<file path="config.mk">
export PLATFORM = sky130hd
export DESIGN_NAME = xmul_dot_acc
export DESIGN_NICKNAME = d
export VERILOG_FILES = /design/src/rtl/xmul_dot_acc.sv
export SDC_FILE = /design/constraint.sdc
export NUM_CORES = 1
export LEC_CHECK = 0
export ABC_AREA = 0
export BUFFER_PORTS_ARGS = -buffer_cell sky130_fd_sc_hd__clkbuf_2
export CORE_AREA = 2 2 73 75
export DETAILED_ROUTE_END_ITERATION = 16
export DIE_AREA = 0 0 75 77
export PLACE_DENSITY = 0.74
export SYNTH_ARGS = -nofsm -noshare
export SYNTH_HDL_FRONTEND = slang
export SYNTH_SLANG_ARGS = --single-unit
</file>
<file path="constraint.sdc">
create_clock -name clk -period 3 [get_ports clk]
set_input_delay 0.6 -clock clk [delete_from_list [all_inputs] [get_ports clk]]
set_output_delay 0.6 -clock clk [all_outputs]
set_load 0.01 [all_outputs]
</file>
<file path="src/rtl/xmul_dot_acc.sv">
// Streaming dot-product accumulator: sums termN signed products per frame, then
// rounds, scales and saturates the sum into a one-entry valid/ready output register.
module xmul_dot_acc #(
  parameter int dataW  = 8,
  parameter int termN  = 9,
  parameter int accW   = dataW + $clog2(termN),
  parameter int shiftR = 2,
  parameter int outW   = 8
) (
  input  logic             clk,
  input  logic             rst,
  input  logic             in_valid,
  output logic             in_ready,
  input  logic [dataW-1:0] in_data,
  output logic             out_valid,
  input  logic             out_ready,
  output logic [outW-1:0]  out_data,
  output logic             out_sat
);

  localparam int CNT_W = $clog2(termN);
  localparam logic [CNT_W-1:0] CNT_LAST = CNT_W'(termN - 1);
  // Half an LSB of the scaled result; zero when no shift is applied.
  localparam logic signed [accW:0] RND   = (accW + 1)'((2 ** shiftR) / 2);
  localparam logic signed [accW:0] Q_MAX = (accW + 1)'((2 ** (outW - 1)) - 1);
  localparam logic signed [accW:0] Q_MIN = (accW + 1)'(-(2 ** (outW - 1)));

  logic [CNT_W-1:0]        cnt_q, cnt_d;
  logic signed [accW-1:0]  acc_q, acc_d;
  logic                    out_valid_q, out_valid_d;
  logic [outW-1:0]         out_data_q, out_data_d;
  logic                    out_sat_q, out_sat_d;

  logic                    last_term;
  logic                    accept;
  logic                    drain;
  logic signed [accW-1:0]  in_ext;
  logic signed [accW-1:0]  sum;
  logic signed [accW:0]    rounded;
  logic signed [accW:0]    scaled;

  always_comb begin
    last_term = (cnt_q == CNT_LAST);
    // Only the closing term waits, and only while an undrained result is held.
    in_ready  = !(last_term && out_valid_q && !out_ready);
    accept    = in_valid && in_ready;
    drain     = out_valid_q && out_ready;

    in_ext  = accW'($signed(in_data));
    sum     = acc_q + in_ext;
    rounded = (accW + 1)'(sum) + RND;
    scaled  = rounded >>> shiftR;

    cnt_d       = cnt_q;
    acc_d       = acc_q;
    out_valid_d = out_valid_q;
    out_data_d  = out_data_q;
    out_sat_d   = out_sat_q;

    if (accept) begin
      cnt_d = last_term ? '0 : cnt_q + CNT_W'(1);
      acc_d = (cnt_q == '0) ? in_ext : sum;
    end

    // A closing frame overrides a simultaneous drain so the register never bubbles.
    if (accept && last_term) begin
      out_valid_d = 1'b1;
      if (scaled > Q_MAX) begin
        out_data_d = Q_MAX[outW-1:0];
        out_sat_d  = 1'b1;
      end else if (scaled < Q_MIN) begin
        out_data_d = Q_MIN[outW-1:0];
        out_sat_d  = 1'b1;
      end else begin
        out_data_d = scaled[outW-1:0];
        out_sat_d  = 1'b0;
      end
    end else if (drain) begin
      out_valid_d = 1'b0;
    end
  end

  always_ff @(posedge clk or posedge rst) begin
    if (rst) begin
      cnt_q       <= '0;
      acc_q       <= '0;
      out_valid_q <= 1'b0;
      out_data_q  <= '0;
      out_sat_q   <= 1'b0;
    end else begin
      cnt_q       <= cnt_d;
      acc_q       <= acc_d;
      out_valid_q <= out_valid_d;
      out_data_q  <= out_data_d;
      out_sat_q   <= out_sat_d;
    end
  end

  assign out_valid = out_valid_q;
  assign out_data  = out_data_q;
  assign out_sat   = out_sat_q;

endmodule

</file>
==> impl_metrics.yaml <==
setup_path:
  crit_chain: "clkbuf_2, ha_4, inv_2, fa_2, and2b_1, o211ai_1, a311oi_2, o2111ai_4, or3_4, a211oi_4, buf_4, o31ai_1, a21oi_1"
  worstSetupPathType: "input pin to flip-flop"
  end_kind: "flip-flop"
  worst-path-buf-inv: 3
  arrival_ps: 3220
  cp-startpoint: "in_data[0]"
  required_ps: 3200
  rrSetupSlack_ps: -20
  critical_path.reg2reg.startpoint: "acc_q[0]"
  critPathCapture: "out_data[3]"
  crit_path_top_delay_cell: "or3_4"
  ff2ff_path_depth: 13
  path_depth: 13
  crit_family: "compound AO/OA/AOI/OAI gates"
  worstPathMaxFanout: 4
  reg2reg_to: "out_data[3]"
  worstSetupStartpointType: "input pin"
  max_stage_delay_ps: 410
synthesis:
  syn_area_per_cell_sq_um: 8.56
  syn_area_sq_um: 2150
  synth.area.top_cells: "dfrtp_1 (30%), ha_1 (8.2%), o21ai_0 (5.8%)"
  synth_top_area_cell: "dfrtp_1"
  synth_seq_area_share_pct: 30.3
  syn_inst: 251
  synth_edf_count: 0
  synth_cell_types: 58
  yosysTopAreaCellShare_pct: 30.3
  syn_nets: 278
  synth-async-reset-ratio_pct: 100
  ys.flop_type: "dfrtp_1"
  ys_ff_latch: 26
  yosys_warnings: 0
job:
  max_cap_violations: 0
sta:
  worstMarginPinSlew_ps: 1010
  relSlewSlack_pct: 32.5
  max_freq_ghz: 0.331
  fin_worst_skew_ps: 3.11
  final_max_slew_viol_count: 0
  fin_setup_tns_ps: -55.9
  post-route-min-period_ps: 3020
  setup_slack_ps: -23.4
  setup_viol: 5
  hold_viol: 0
  period_share_pct: 101
  hold_slack_ps: 502
  rsz0062_at_grt: "yes"
drt:
  drtIter0Drc: 91
  wl_per_cell_microns: 14.7
  first_pass_iters: 4
  wirelength_microns: 5760
  drt.antenna.violating_nets: 0
  drc_errors: 0
  routed_via_density: 5.52
  via_count: 2168
place:
  place_area_sq_um: 2730
  place_congestion: 0.813
  hpwl_microns: 4380
  port_buffers: 22
  place_ws_ps: -388
floorplan:
  start_util_pct: 43.2
  core_area_sq_um: 4980
  die_x_microns: 75
  die_h_microns: 77
  pin_count: 23
  die_area_sq_um: 5780
  rows: 26
final_layout:
  final_cell_mix: "buf_4 (54), nand2_1 (26), dfrtp_1 (26)"
  nets: 351
  diodes: 0
  layout_commonest_cell: "buf_4"
  final_area_sq_um: 2890
  area_growth_syn_to_layout_pct: 34.7
  post-route-util_pct: 58.1
  drive_above_1_share_pct: 32.8
min_path:
  hold_path.class: "flip-flop to flip-flop"
global_route:
  grt_usage_pct: 20.8
  grt_pass1_vias: 2168
  gr-total-overflow: 0
  antenna_found_initial: 0
  grt_pass1_wl_microns: 9640
  grt_max_degree: 27
run_status:
  status: "finished, violations left"
  violations: "negative setup slack"
clock_tree:
  cts_tree: "yes"
  htreeDepth: 1
  numClockSinks: 26
  clk_pin_slew_ps: 100
  clockBufferDepth: 2
  clock_latency_ps: 270
  cts_root_buffer: "clkbuf_8"
  holdBufCountCts: 0
  cts_made_buffers: 3
pwr:
  vdd_ir_drop_max_mv: 0.661
  powerDensity_nw_per_um2: 1390
  total_leakage_power_nw: 1.30
metrics by stage:
step,std cells,power (W)
2_1_floorplan,251,0.00240
4_1_cts,392,0.00385
5_1_grt,393,0.00434
3_5_place_dp,385,0.00347
3_3_place_gp,385,0.00338
6_report,393,0.00401
worst reg2reg max path: stages (launching register included):
cell and delay (ps):
dfrtp_1 430, ha_4 170, inv_2 50, fa_2 180, and2b_1 210, o211ai_1 290
buf_4 180, o211a_1 180, o2111ai_4 170, or3_4 410, a211oi_4 270, buf_4 180
o31ai_1 80, a21oi_1 150
cells by family (layout without fill, tap and decap cells):
group / count (synthesis) / count (layout) / share of synthesized area (%)
flops: 26 / 26 / 30.3
compound gates: 89 / 89 / 29.6
fa+ha+maj: 15 / 15 / 9.09
buf+inv: 21 / 93 / 4.08
mux: 4 / 4 / 1.92
simple gates: 85 / 85 / 20.6
xor+xnor: 11 / 11 / 4.48
synth_stat cells, types with 2 or more instances:
library cell / n
a2111oi_0: 2
and3_1: 2
nand2b_1: 4
o31ai_1: 7
inv_1: 13
o21ai_0: 25
a311oi_1: 2
a21oi_1: 18
o211ai_1: 3
nor4_1: 2
nand3_1: 6
o31a_1: 2
or3_1: 3
mux2i_1: 3
o21a_1: 4
o41ai_1: 2
a211oi_1: 5
nand2_1: 26
nor3_1: 8
xnor2_1: 8
clkbuf_1: 5
a211o_1: 2
and2_1: 2
nor4bb_1: 2
ha_1: 14
nor2b_1: 2
xor2_1: 3
dfrtp_1: 26
a21o_1: 5
nor2_1: 16
nand4_1: 2
sequential cells by signal, summed over array words and instances, names as in the netlist:
name / count
acc_q: 12
cnt_q: 4
out_data: 8
out_sat: 1
out_valid: 1
metal layers:
| metal | routed length (microns) | vias to the layer above | global-route usage, % |
|---|---|---|---|
| met5 | 0 | - | 0 |
| met4 | 64 | 0 | 6.61 |
| met2 | 2960 | 46 | 34.9 |
| met3 | 160 | 6 | 1.97 |
| li1 | - | 1079 | - |
| met1 | 2570 | 1037 | 27.8 |
power breakdown:
group	switching (W)	internal, W	leakage, nW
clock network	0.000120	0.000179	0.0357
logic	0.00162	0.00145	0.951
registers	0.000117	0.000517	0.313
total	0.00186	0.00215	1.30
final cells by class:
cell class	instances	area, sq um
Timing Repair Buffer	76	515
Clock inverter	1	30.0
Fill cell	415	2080
Sequential cell	26	651
Inverter	13	48.8
Multi-Input combinational cell	204	1520
Tap cell	70	87.6
Clock buffer	3	41.3
worst min-delay path by stage:
stage                startpoint           to  slack [ps]  depth (start not counted)
finish                 acc_q[9]     acc_q[9]         500                          2
global route           acc_q[8]     acc_q[8]         520                          2
CTS                    acc_q[9]     acc_q[9]         500                          2
detailed placement     acc_q[9]     acc_q[9]         480                          2
global placement    out_data[7]  out_data[7]         470                          2
floorplan             acc_q[10]    acc_q[10]         450                          2
what timing repair did:
action                     CTS  global route
buffers inserted             3             1
setup endpoints to repair    8             8
pin swaps                    9             3
resized for setup            4             9
Note: power is estimated with default switching activity, not from simulation.
